===== src/rtl/mem_access_unit_pkg.sv =====
// mem_access_unit_pkg: shared MIPS opcode, transaction-kind and state encodings.
package mem_access_unit_pkg;

    typedef enum logic [1:0] {
        FETCH = 2'b00,
        LOAD  = 2'b01,
        STORE = 2'b10
    } kind_e;

    typedef enum logic [1:0] {
        IDLE = 2'b00,
        REQ  = 2'b01,
        DONE = 2'b10
    } state_e;

    localparam int OP_HI = 31;
    localparam int OP_LO = 26;

    localparam logic [5:0] OP_RTYPE = 6'h00;
    localparam logic [5:0] OP_J     = 6'h02;
    localparam logic [5:0] OP_BEQ   = 6'h04;
    localparam logic [5:0] OP_ADDI  = 6'h08;
    localparam logic [5:0] OP_LW    = 6'h23;
    localparam logic [5:0] OP_SW    = 6'h2b;

endpackage


===== src/rtl/mem_access_unit_timeout.sv =====
// mem_timeout_counter: counts REQ wait cycles; expired_o when the count reaches TIMEOUT-1.
//   clk, rst   : clock, synchronous active-high reset
//   clr_i      : restart the count at zero
//   en_i       : advance the count by one
//   expired_o  : count has reached TIMEOUT-1
module mem_timeout_counter #(
    parameter int TIMEOUT = 16,
    parameter int TW      = 5
) (
    input  logic clk,
    input  logic rst,
    input  logic clr_i,
    input  logic en_i,
    output logic expired_o
);

    logic [TW-1:0] cnt_q;

    always_ff @(posedge clk) begin
        if (rst || clr_i) cnt_q <= '0;
        else if (en_i)    cnt_q <= cnt_q + TW'(1);
    end

    assign expired_o = cnt_q == TW'(TIMEOUT - 1);

endmodule


===== src/rtl/mem_access_unit.sv =====
// mem_access_unit: multicycle memory stage; one handshaked fetch/load/store at a time into IR or MDR.
//   clk, rst                   : clock, synchronous active-high reset
//   pc_i, alu_out_i, iord_i    : fetch address, data address, address select
//   b_reg_i                    : store data
//   ir_write_i, mem_write_i, mem_read_i : commands (priority in that order)
//   busy_o, done_o, err_o      : in flight, one-cycle completion, sticky error
//   instr_o, mdr_o, op_code_o  : IR, MDR, IR opcode field
//   mem_req_o, mem_we_o, mem_addr_o, mem_wdata_o, mem_rdata_i, mem_ack_i : memory port
module mem_access_unit
    import mem_access_unit_pkg::*;
#(
    parameter int N       = 32,
    parameter int TIMEOUT = 16,
    parameter int TW      = 5
) (
    input  logic         clk,
    input  logic         rst,
    input  logic [N-1:0] pc_i,
    input  logic [N-1:0] alu_out_i,
    input  logic [N-1:0] b_reg_i,
    input  logic         iord_i,
    input  logic         ir_write_i,
    input  logic         mem_read_i,
    input  logic         mem_write_i,
    output logic         busy_o,
    output logic         done_o,
    output logic         err_o,
    output logic [N-1:0] instr_o,
    output logic [N-1:0] mdr_o,
    output logic [5:0]   op_code_o,
    output logic         mem_req_o,
    output logic         mem_we_o,
    output logic [N-1:0] mem_addr_o,
    output logic [N-1:0] mem_wdata_o,
    input  logic [N-1:0] mem_rdata_i,
    input  logic         mem_ack_i
);

    state_e       state_q, state_d;
    kind_e        kind_q, kind_d;
    logic [N-1:0] addr_q, addr_d, wdata_q, wdata_d, instr_q, instr_d, mdr_q, mdr_d;
    logic         we_q, we_d, err_q, err_d;
    logic         cnt_clr, cnt_en, expired;
    logic         accept;
    logic [N-1:0] new_addr;

    mem_timeout_counter #(.TIMEOUT(TIMEOUT), .TW(TW)) u_timeout (
        .clk       (clk),
        .rst       (rst),
        .clr_i     (cnt_clr),
        .en_i      (cnt_en),
        .expired_o (expired)
    );

    assign accept   = state_q != REQ && (ir_write_i || mem_write_i || mem_read_i);
    assign new_addr = iord_i ? alu_out_i : pc_i;

    always_comb begin
        state_d = state_q;
        kind_d  = kind_q;
        addr_d  = addr_q;
        wdata_d = wdata_q;
        we_d    = we_q;
        instr_d = instr_q;
        mdr_d   = mdr_q;
        err_d   = err_q;
        cnt_clr = 1'b0;
        cnt_en  = 1'b0;
        if (accept) begin
            addr_d  = new_addr;
            wdata_d = b_reg_i;
            we_d    = !ir_write_i && mem_write_i;
            kind_d  = ir_write_i ? FETCH : (mem_write_i ? STORE : LOAD);
            cnt_clr = 1'b1;
            // misaligned word address completes immediately as an error, never touching memory
            err_d   = err_q || new_addr[1:0] != 2'b00;
            state_d = new_addr[1:0] != 2'b00 ? DONE : REQ;
        end else if (state_q == REQ) begin
            if (mem_ack_i) begin
                instr_d = kind_q == FETCH ? mem_rdata_i : instr_q;
                mdr_d   = kind_q == LOAD ? mem_rdata_i : mdr_q;
                state_d = DONE;
            end else if (expired) begin
                err_d   = 1'b1;
                state_d = DONE;
            end else begin
                cnt_en  = 1'b1;
            end
        end else if (state_q == DONE) begin
            state_d = IDLE;
        end
    end

    always_ff @(posedge clk) begin
        if (rst) begin
            state_q <= IDLE;
            kind_q  <= FETCH;
            addr_q  <= '0;
            wdata_q <= '0;
            we_q    <= 1'b0;
            instr_q <= '0;
            mdr_q   <= '0;
            err_q   <= 1'b0;
        end else begin
            state_q <= state_d;
            kind_q  <= kind_d;
            addr_q  <= addr_d;
            wdata_q <= wdata_d;
            we_q    <= we_d;
            instr_q <= instr_d;
            mdr_q   <= mdr_d;
            err_q   <= err_d;
        end
    end

    assign busy_o      = state_q == REQ;
    assign mem_req_o   = state_q == REQ;
    assign done_o      = state_q == DONE;
    assign err_o       = err_q;
    assign instr_o     = instr_q;
    assign mdr_o       = mdr_q;
    assign op_code_o   = instr_q[OP_HI:OP_LO];
    assign mem_we_o    = we_q;
    assign mem_addr_o  = addr_q;
    assign mem_wdata_o = wdata_q;

endmodule

===== config.mk =====
export PLATFORM = sky130hd
export DESIGN_NAME = mem_access_unit
export DESIGN_NICKNAME = d
export VERILOG_FILES = /design/src/rtl/mem_access_unit_pkg.sv /design/src/rtl/mem_access_unit_timeout.sv /design/src/rtl/mem_access_unit.sv
export SDC_FILE = /design/constraint.sdc
export NUM_CORES = 1
export LEC_CHECK = 0
export ABC_AREA = 1
export CORE_MARGIN = 2
export CORE_UTILIZATION = 30
export CTS_BUF_LIST = sky130_fd_sc_hd__clkbuf_8
export DETAILED_ROUTE_END_ITERATION = 10
export HOLD_SLACK_MARGIN = 0.03
export PLACE_DENSITY = 0.7
export SLEW_MARGIN = 20
export SYNTH_ARGS = -nofsm -noshare
export SYNTH_HDL_FRONTEND = slang
export SYNTH_HIERARCHICAL = 1
export SYNTH_SLANG_ARGS = --single-unit

===== constraint.sdc =====
create_clock -name clk -period 2 [get_ports clk]
set_clock_uncertainty 0.2 [all_clocks]
set_input_delay 0.4 -clock clk [delete_from_list [all_inputs] [get_ports clk]]
set_output_delay 0.4 -clock clk [all_outputs]
set_load 0.05 [all_outputs]

==> After elaboration in Yosys (flattened, before gate mapping) <==
Index checks and enable logic that the tools add are counted.
{ "op_classes": {"add_sub_neg": 1, "n_eq_ne": 7, "mux": 18, "bitwise": 1, "reduce_logical": 16} }
{ "op_table": {"columns": ["op", "n"], "rows": [
  ["$mux 32", 1],
  ["$mux 2", 8],
  ["$mux 1", 9],
  ["$reduce_and 4->1", 2],
  ["$reduce_bool 2->1", 3],
  ["$add 5x1->5 const B", 1],
  ["$eq 5x4->1 const B", 1],
  ["$eq 2x1->1 const B", 2],
  ["$logic_or 1x1->1", 4],
  ["$ne 2x1->1 const B", 2],
  ["$ne 4x1->1 const B", 1],
  ["$reduce_and 3->1", 1],
  ["$reduce_bool 3->1", 1],
  ["$eq 2x2->1 const B", 1],
  ["$logic_and 1x1->1", 2],
  ["$logic_not 2->1", 1],
  ["$reduce_and 2->1", 1],
  ["$logic_not 1->1", 1],
  ["$not 1->1", 1]
]} }
{ "word_totals": {"ff_bits": 139, "word_cells": 52} }

==> Depth between registers and ports, before layout <==
Gate-level depths: netlist of the first run.
{ "depth": {"depth_word": 5, "ltp_mapped": 12} }

==> Modules after synthesis <==
Netlist of the first run, hierarchy kept.
{ "by_module_without_submodules": {"columns": ["module", "n_inst", "cells_per_inst", "area_each_um2", "seq_area_each_um2"], "rows": [
  ["mem_access_unit", 1, 716, 5282.6, 2662.6],
  ["mem_timeout_counter", 1, 29, 245.2, 100.1]
]} }

==> Least setup slack after synthesis of the first run <==
No wires, ideal clock.
{ "synth_timing": {"path_type": "register -> register", "start": "register state_q[1]", "end": "register u_timeout.cnt_q[1]", "t_arrival_ns": 1.780, "required_time_ns": 1.730, "path_slack_ns": -0.049, "path_stages_with_launch": 10, "path_buffers": 1, "path_cell_list": "dfxtp_1 > inv_1 > ha_1 > inv_1 > nand2_4 > inv_2 > buf_2 > nor2_2 > o21ai_0 > a21oi_1"} }
{ "synth_via": {"word_cells_on_any_way": 7} }
{ "synth_rtl": {"columns": ["element", "line", "text"], "rows": [
  ["start: declaration", "mem_access_unit.sv:39", "state_e state_q, state_d;"],
  ["start signal: assignment", "mem_access_unit.sv:105", "state_q <= state_d;"],
  ["$eq 2x1->1", null, null],
  ["via busy_o", "mem_access_unit.sv:25", "output logic busy_o,"],
  ["$mux 1", "mem_access_unit.sv:78", "end else if (state_q == REQ) begin"],
  ["$mux 1", "mem_access_unit.sv:69", "if (accept) begin"],
  ["end signal: assignment", "mem_access_unit_timeout.sv:21", "else if (en_i) cnt_q <= cnt_q + TW'(1);"],
  ["end: declaration", "mem_access_unit_timeout.sv:17", "logic [TW-1:0] cnt_q;"]
]} }
The timed path passes the listed nets, and every way through them passes these cells.
A chain may end at the register's enable or synchronous reset.

==> Worst setup path in the final report of the first run <==
{ "layout_timing": {"start": "register state_q[1]", "end": "output mem_req_o"} }
{ "layout_via": {"elab_chain_cells": 1} }
{ "layout_rtl": {"columns": ["element", "line", "text"], "rows": [
  ["$eq 2x1->1", "mem_access_unit.sv:117", "assign mem_req_o = state_q == REQ;"],
  ["end: declaration", "mem_access_unit.sv:31", "output logic mem_req_o,"]
]} }
Every way passes these cells.

==> summary.txt, run 1 <==
Core ar.: 18000 µm²
clock period minus worst slack: 1920 ps
Worst Setup Start Kind: flop
VDD IR max: 0.386 mV
# rows: 49
logic gate share of total power: 21.5%
Seq pwr share: 42.7%
DIE AREA: 19500 µm²
ant diodes: 0
# placed instances: 1222
Yosys reg bits: 138
Worst-Skew Late Latency: 440 ps
Synth Flop Type: dfxtp_1
CP Capture Type: primary output
Unique masters post-synth: 21
DR DRC count: 0
# setup viols final: 0
CP Class: flop to primary output
gpl congestion: 0.776
Vias/cell: 4.42
Hold Vio Cnt, Final: 0
fill cell count: 1774
DP Wirelength: 12300 µm
power per cell area: 797 nW/µm²
vias in the first global route: 5243
run status: finished, final reports clean
total track usage: 17.0%
final cell count without fillers: 1254
Static Leak: 3.98 nW
Worst Path Max Fanout: 5
Die Y: 140 µm
Max Root-Sink Buffers: 2
initial antenna violation count: 0
Root Driver: clkbuf_8
Max-Slew Margin vs Limit: 74.7%
period utilization: 96.0%
Layout area overhead: 57.5%
internal power: 4.84 mW
HP Class: flop to flop
H-tree levels: 4
Max Cap Viol: 0
# nets final: 1153
Port-buffer cells: 273
clock network power share: 35.8%
worst slack, placed: -28.8 ps
Post-Syn Nets: 885
ys async rst share: 0%
Pwr Total: 6.94 mW
Max Clock Freq: 0.521 GHz
post-place instance area: 8260 µm²
final WL: 16700 µm
sw frac: 30.3%
YS warnings: 6
share of layout cells above drive strength 1: 22.3%
DR iter-0 viols: 185
Pins Over Slew Limit: 0
Sw Pwr: 2.10 mW
first-pass GRT wire length: 26700 µm
Syn Area/Cell: 7.42 µm²
worst slew pin tran: 379 ps
post-route worst setup slack: 79.3 ps
Initial Utilization: 30.7%
ANT nets after route: 0
EDFF count, synth: 0
Clock transition at path regs: 80 ps
Pre-antenna DRT Iters: 4
critical path arrival: 1320 ps
mapped cell area: 5530 µm²
num ports: 274
Post-Syn Instances: 745
Crit path required time: 1400 ps
via count: 5548
register area share after synthesis: 50.0%
CTS tree: done
final instance area: 8710 µm²
largest net degree at the start of global routing: 43
DIE WIDTH: 140 µm
DR WL/cell: 13.3 µm
hold slack: 245 ps
grt ovf: 0
# clock sinks: 138
RSZ-0062 raised after global routing: false
CTS hold repair buffers: 0
CTS Buf Count: 17
[timing repair]
item / in CTS / in global routing
setup endpoints to repair: 2 / 7
setup buffers: 0 / 1
endpoints found under the hold margin: 0 / 0
gates resized for setup: 2 / 4
[synthesized netlist by cell type (9+ instances only)]
| cell type | n | area (µm²) |
|---|---|---|
| a21oi_1 | 42 | 210 |
| buf_2 | 22 | 110 |
| buf_4 | 12 | 90.1 |
| buf_6 | 9 | 101 |
| clkbuf_1 | 12 | 45.0 |
| dfxtp_1 | 138 | 2760 |
| inv_1 | 49 | 184 |
| nand2_1 | 113 | 424 |
| nor2_1 | 183 | 687 |
| nor2_2 | 12 | 75.1 |
| o21ai_0 | 114 | 571 |
| o21ai_1 | 16 | 80.1 |
[critical path, cell delays in order, from the launching register on]
cell	delay, ps
dfxtp_2	340
inv_2	50
ha_4	180
buf_4	160
buf_12	140
[power groups by stage]
| stage | Sequential, mW | Clock [mW] | Combinational [mW] |
|---|---|---|---|
| global route | 2.98 | 2.69 | 1.60 |
| CTS | 2.96 | 2.56 | 1.50 |
| detailed placement | 3.03 | 0 | 1.50 |
| floorplan | 3.49 | 0 | 0.396 |
| global placement | 3.02 | 0 | 1.49 |
| finish | 2.96 | 2.48 | 1.49 |
[metrics by stage]
stage	TNS [ps]	util, %
floorplan	0	-
global placement	-2.61	45.8
detailed placement	-47.9	45.8
CTS	0	48.2
global route	0	48.3
finish	0	48.3
[registers in the layout, indices dropped and copies added (netlist names)]
| name | flops |
|---|---|
| mem_wdata_o | 32 |
| kind_q | 2 |
| u_timeout/cnt_q | 5 |
| mdr_o | 32 |
| err_o | 1 |
| mem_addr_o | 32 |
| instr_o | 32 |
| state_q | 2 |
[kinds of logic (layout without fill, tap and decap cells)]
kind of cell,after synthesis,count (layout),share of synthesized area (%)
flip-flops,138,138,50.0
AO/OA/AOI/OAI,172,172,15.6
buffers and inverters,108,388,9.87
AND/OR/NAND/NOR,322,322,23.4
adder cells (fa/ha/maj),5,5,1.13
[layer usage]
metal  share of wire, %  wire length [µm]  global-route usage, %
met5                  0                 0                      0
met4                2.0               331                   6.26
met3                8.5              1410                   5.54
met2                 46              7730                   28.1
met1                 43              7220                   20.7
[path summary, 6_finish.rpt]
path                                        start                              end  slack [ps]  cells after the start
setup / recovery          state_q[1]$_SDFFE_PP0P_                        mem_req_o          80                      4
hold / removal           instr_o[12]$_SDFFE_PP0P_         instr_o[12]$_SDFFE_PP0P_         250                      2
setup reg to reg  u_timeout/cnt_q[0]$_SDFFE_PP0P_  u_timeout/cnt_q[3]$_SDFFE_PP0P_         190                     11
hold reg to reg          instr_o[12]$_SDFFE_PP0P_         instr_o[12]$_SDFFE_PP0P_         250                      2
[cells in the final DEF, fill, tap and decap left out]
cell / count
dfxtp_2: 2
dfxtp_1: 136
nand3_1: 4
a21oi_1: 42
o21ai_1: 16
and3_1: 1
nand3_2: 1
nor2_4: 1
bufinv_16: 4
inv_1: 48
o21ai_0: 114
nand2_2: 2
buf_4: 156
clkinv_4: 1
ha_4: 1
nand2_1: 113
ha_1: 4
buf_12: 14
nor2_1: 183
clkdlybuf4s50_1: 134
inv_6: 5
clkbuf_8: 17
nand2_4: 2
nand4_2: 2
inv_2: 6
clkinv_2: 3
nor2_2: 12
nand3b_1: 1
[final cells by class]
cell class	count	area [µm²]	share of cell area [%]
timing repair buffer	304	2790	32.1
clock buffer	17	234	2.69
sequential	138	2770	31.8
tap	229	287	3.29
clock inverter	14	191	2.20
inverter	53	199	2.29
multi-input combinational	499	2240	25.7
Note: power is estimated with default switching activity, not from simulation.
==> run 2: changes to the inputs <==
--- a/config.mk
+++ b/config.mk
@@ -6,12 +6,15 @@
 export NUM_CORES = 1
 export LEC_CHECK = 0
 export ABC_AREA = 1
+export CELL_PAD_IN_SITES_DETAIL_PLACEMENT = 1
+export CELL_PAD_IN_SITES_GLOBAL_PLACEMENT = 2
 export CORE_MARGIN = 2
-export CORE_UTILIZATION = 30
+export CORE_UTILIZATION = 21
 export CTS_BUF_LIST = sky130_fd_sc_hd__clkbuf_8
+export CTS_CLUSTER_SIZE = 24
 export DETAILED_ROUTE_END_ITERATION = 10
 export HOLD_SLACK_MARGIN = 0.03
-export PLACE_DENSITY = 0.7
+export PLACE_DENSITY = 0.87
 export SLEW_MARGIN = 20
 export SYNTH_ARGS = -nofsm -noshare
 export SYNTH_HDL_FRONTEND = slang
==> summary.txt, run 2 (synthesis gave the netlist of run 1 again) <==
initial antenna violation count: 0 (unchanged)
# placed instances: 1325 (+8.4%)
Hold Vio Cnt, Final: 0 (unchanged)
Max-Slew Margin vs Limit: 73.5% (-1.2 points)
clock period minus worst slack: 1910 ps (-6.32 ps)
CTS hold repair buffers: 0 (unchanged)
share of layout cells above drive strength 1: 22.3% (-0.076 points)
# nets final: 1151 (-0.17%)
# rows: 59 (+20%)
RR Startpoint: u_timeout/cnt_q[1]$_SDFFE_PP0P_
critical path arrival: 1310 ps (about the same)
Hold Path Sink: instr_o[21]$_SDFFE_PP0P_
Reg area: 2770 µm² (unchanged)
power per cell area: 804 nW/µm² (+0.96%)
first-pass GRT wire length: 30700 µm (+15%)
via count: 5671 (+2.2%)
Hold Path Depth: 2 (unchanged)
fill cell count: 3160 (+78%)
CTS Buf Count: 17 (unchanged)
Max Cap Viol: 0 (unchanged)
Port-buffer cells: 273 (unchanged)
commonest non-fill, non-tap cells in the layout: nor2_1 (183), buf_4 (156), dfxtp_1 (136)
Static Leak: 3.95 nW (-0.58%)
r2r setup slk: 160 ps (-30 ps)
ant diodes: 0 (unchanged)
commonest non-fill, non-tap cell in the layout: nor2_1
Worst Setup Start Kind: flop
largest net degree at the start of global routing: 65 (+51%)
H-tree levels: 4 (unchanged)
hold slack: 246 ps (+0.267 ps)
total track usage: 14.0% (-3.0 points)
Worst Min Path Start: instr_o[21]$_SDFFE_PP0P_
CTS tree: done
HP Class: flop to flop
grt ovf: 0 (unchanged)
vias in the first global route: 5662 (+8.0%)
gpl congestion: 0.747 (-3.8%)
Vias/cell: 4.17 (-5.7%)
Root Driver: clkbuf_8
CP Capture Type: primary output
DR DRC count: 0 (unchanged)
DR iter-0 viols: 281 (+52%)
Worst-Skew Late Latency: 440 ps (about the same)
CP Cell Sequence: inv_4 > ha_4 > buf_4 > buf_12
Layout area overhead: 59.6%
Die Y: 166 µm (+19%)
final WL: 19500 µm (+17%)
Clock transition at path regs: 90 ps (about the same)
Pre-antenna DRT Iters: 4 (unchanged)
CP max stage delay: 360 ps (+20 ps)
Max Clock Freq: 0.522 GHz (+0.33%)
Max Root-Sink Buffers: 2 (unchanged)
DIE WIDTH: 166 µm (+19%)
VDD IR max: 0.323 mV (-16%)
ANT nets after route: 0 (unchanged)
worst slew pin tran: 397 ps (+17.5 ps)
period utilization: 95.7% (-0.32 points)
R2R depth: 9 (-2)
Initial Utilization: 21.3% (-9.4 points)
area of the multi-input gates: 2230 µm² (-0.11%)
num ports: 274 (unchanged)
Crit path required time: 1400 ps (about the same)
# clock sinks: 138 (unchanged)
reg-to-reg endpoint: u_timeout/cnt_q[1]$_SDFFE_PP0P_
Sum Neg Setup Slack: 0 ps (unchanged)
DIE AREA: 27600 µm² (+42%)
final cell count without fillers: 1359 (+8.4%)
DR WL/cell: 14.3 µm (+7.6%)
CP Class: flop to primary output
# setup viols final: 0 (unchanged)
Pins Over Slew Limit: 0 (unchanged)
DP Wirelength: 14600 µm (+18%)
run status: finished, final reports clean
Worst Path Max Fanout: 5 (unchanged)
RSZ-0062 raised after global routing: false
Core ar.: 26000 µm² (+44%)
Worst path slowest cell: dfxtp_2
run 2: cell types whose count changed in the layout (fill, tap and decap cells not counted), sizes merged:
cell,before,now
clkinv,4,1
clkinvlp,0,3
inv,59,60
buf,170,168
run 2: worst max-delay path, delay by kind of cell, from the launching register on:
kind	cells	cell delay, ps
flops	1	360
buf+inv	3	330
fa+ha+maj	1	180
run 2: worst max path at each step:
stage / endpoint / slack [ps] / cells after the start / from
floorplan: u_timeout/cnt_q[3]$_SDFFE_PP0P_ / 150 / 12 / u_timeout/cnt_q[0]$_SDFFE_PP0P_
global placement: mem_addr_o[0]$_SDFFE_PP0P_ / -30 / 8 / mem_write_i
detailed placement: mem_addr_o[0]$_SDFFE_PP0P_ / -60 / 8 / mem_write_i
CTS: u_timeout/cnt_q[1]$_SDFFE_PP0P_ / 40 / 9 / u_timeout/cnt_q[1]$_SDFFE_PP0P_
global route: u_timeout/cnt_q[1]$_SDFFE_PP0P_ / 1 / 9 / u_timeout/cnt_q[1]$_SDFFE_PP0P_
finish: busy_o / 90 / 4 / state_q[1]$_SDFFE_PP0P_
run 2: stage by stage:
step	setup slack, ps	utilization, %	total power, mW	area (µm²)
2_1_floorplan	150	-	3.88	5530
3_3_place_gp	-32.1	32.1	4.53	8340
3_5_place_dp	-61.0	32.1	4.54	8340
4_1_cts	35.2	33.9	7.24	8800
5_1_grt	1.15	33.9	7.48	8820
6_report	85.7	33.9	7.09	8820
run 2: timing repair:
action	in CTS	in global routing
pin swaps	1	0
gates resized for setup	4	3
buffers inserted	0	2
setup endpoints to repair	1	5
run 2: layout make-up:
class	count	area share [%]
clock buffers	17	2.65
flip-flops and latches	138	31.4
repair buffers	302	31.2
inverters	53	2.28
well taps	335	4.75
multi-input cells	499	25.3
clock inverters	15	2.41
run 2: routing by layer:
layer / share of wire (%) / wire length (µm) / track usage, % / up-vias
met1: 43 / 8340 / 16.3 / 2606
met3: 7.1 / 1380 / 5.10 / 15
met4: 0.93 / 181 / 2.74 / 0
met2: 49 / 9570 / 24.7 / 182
li1: - / - / - / 2868
met5: 0 / 0 / 0 / -
run 2: report_power, final:
group | internal (mW) | switching [mW] | total, mW | leakage, nW
logic | 0.588 | 0.913 | 1.50 | 2.60
clock network | 1.39 | 1.24 | 2.62 | 0.219
registers | 2.89 | 0.0825 | 2.97 | 1.13
==> run 3: changes to the inputs <==
--- a/config.mk
+++ b/config.mk
@@ -14,7 +14,7 @@
 export CTS_CLUSTER_SIZE = 24
 export DETAILED_ROUTE_END_ITERATION = 10
 export HOLD_SLACK_MARGIN = 0.03
-export PLACE_DENSITY = 0.87
+export PLACE_DENSITY_LB_ADDON = 0.12
 export SLEW_MARGIN = 20
 export SYNTH_ARGS = -nofsm -noshare
 export SYNTH_HDL_FRONTEND = slang
==> summary.txt, run 3 (synthesis gave the netlist of run 1 again) <==
Max Root-Sink Buffers: 2 (unchanged)
ANT nets after route: 0 (unchanged)
Worst Path Max Fanout: 5 (unchanged)
Layout area overhead: 57.7%
commonest non-fill, non-tap cells in the layout: nor2_1 (183), buf_4 (155), dfxtp_1 (136)
GRT busiest layer: met2
Die Y: 166 µm (unchanged)
period utilization: 96.2% (+0.48 points)
Static Leak: 3.91 nW (-1.2%)
Worst-Skew Late Latency: 460 ps (+20 ps)
Sum Neg Setup Slack: 0 ps (unchanged)
clock period minus worst slack: 1920 ps (+9.59 ps)
Port-buffer cells: 273 (unchanged)
H-tree levels: 4 (unchanged)
ant diodes: 0 (unchanged)
# setup viols final: 0 (unchanged)
grt ovf: 0 (unchanged)
Core ar.: 26000 µm² (unchanged)
CTS Buf Count: 17 (unchanged)
Pre-antenna DRT Iters: 4 (unchanged)
vias in the first global route: 5569 (-1.6%)
VDD IR max: 0.266 mV (-18%)
power per cell area: 769 nW/µm² (-4.4%)
initial antenna violation count: 0 (unchanged)
final cell count without fillers: 1357 (-0.15%)
DIE AREA: 27600 µm² (unchanged)
Clock transition at path regs: 100 ps (about the same)
# rows: 59 (unchanged)
Root Driver: clkbuf_8
met1 Resource Use GR: 17.8% (+1.4 points)
Crit path required time: 1400 ps (about the same)
Initial Utilization: 21.3% (unchanged)
Max Clock Freq: 0.520 GHz (-0.50%)
hold slack: 245 ps (-0.381 ps)
total track usage: 14.4% (+0.40 points)
largest net degree at the start of global routing: 70 (+7.7%)
share of layout cells above drive strength 1: 22.1% (-0.15 points)
M2 GR Usage: 24.1% (-0.60 points)
# placed instances: 1324 (-0.075%)
Pwr Total: 6.71 mW (-5.5%)
DP Wirelength: 14500 µm (-0.49%)
via count: 5538 (-2.3%)
critical path arrival: 1320 ps (about the same)
DR iter-0 viols: 150 (-47%)
DR WL/cell: 14.8 µm (+3.1%)
HP Class: flop to flop
# clock sinks: 138 (unchanged)
CTS hold repair buffers: 0 (unchanged)
Max Cap Viol: 0 (unchanged)
# nets final: 1149 (-0.17%)
GR Util met3: 4.12% (-0.98 points)
Vias/cell: 4.08 (-2.2%)
Max-Slew Margin vs Limit: 78.5% (+5.0 points)
worst slew pin tran: 323 ps (-74.3 ps)
DIE WIDTH: 166 µm (unchanged)
run status: finished, final reports clean
final WL: 20000 µm (+2.9%)
DR DRC count: 0 (unchanged)
Hold Vio Cnt, Final: 0 (unchanged)
gpl congestion: 0.706 (-5.5%)
CTS tree: done
commonest non-fill, non-tap cell in the layout: nor2_1
Worst Setup Start Kind: flop
fill cell count: 3189 (+0.92%)
first-pass GRT wire length: 31200 µm (+1.4%)
CP Class: flop to primary output
CP Capture Type: primary output
num ports: 274 (unchanged)
Pins Over Slew Limit: 0 (unchanged)
-- run 3: final cells by class --
cell class | count | area (µm²) | share of cell area, %
clock buffer | 18 | 248 | 2.84
clock inverter | 14 | 131 | 1.51
inverter | 53 | 199 | 2.28
multi-input combinational | 499 | 2230 | 25.6
sequential | 138 | 2770 | 31.7
tap | 335 | 419 | 4.81
timing repair buffer | 300 | 2730 | 31.3
-- run 3: per-layer routing --
metal  wire (µm)  vias up
met5           0        -
met4         311        0
met3        1130       19
met2        9540      148
met1        9050     2506
li1            -     2865
-- run 3: what timing repair did --
item | 4_1_cts | 5_1_grt
setup buffers | 0 | 1
gates resized for setup | 4 | 1
setup endpoints to repair | 1 | 5
-- run 3: where the power goes --
| group | internal (mW) | switching, mW |
|---|---|---|
| Sequential | 2.89 | 0.0786 |
| Combinational | 0.579 | 0.914 |
| Clock | 0.946 | 1.30 |
| Total | 4.41 | 2.29 |
-- run 3: metrics by stage --
step	instance area [µm²]	utilization [%]	setup WS [ps]
3_5_place_dp	8320	32.0	-43.9
5_1_grt	8720	33.6	-3.09
6_report	8720	33.6	76.1
4_1_cts	8710	33.5	23.0
3_3_place_gp	8320	32.0	5.93
2_1_floorplan	5530	-	150
-- run 3: worst paths after layout --
kind | from | endpoint | slack [ps] | depth (start not counted)
max reg2reg | u_timeout/cnt_q[1]$_SDFFE_PP0P_ | u_timeout/cnt_q[3]$_SDFFE_PP0P_ | 170 | 11
min | instr_o[12]$_SDFFE_PP0P_ | instr_o[12]$_SDFFE_PP0P_ | 250 | 2
max | state_q[1]$_SDFFE_PP0P_ | mem_req_o | 80 | 4
min reg2reg | instr_o[12]$_SDFFE_PP0P_ | instr_o[12]$_SDFFE_PP0P_ | 250 | 2
-- run 3: critical path, cell delays in order (launching register included) --
cell and delay, ps:
dfxtp_2 350, inv_2 50, ha_4 180, buf_4 140
buf_12 140
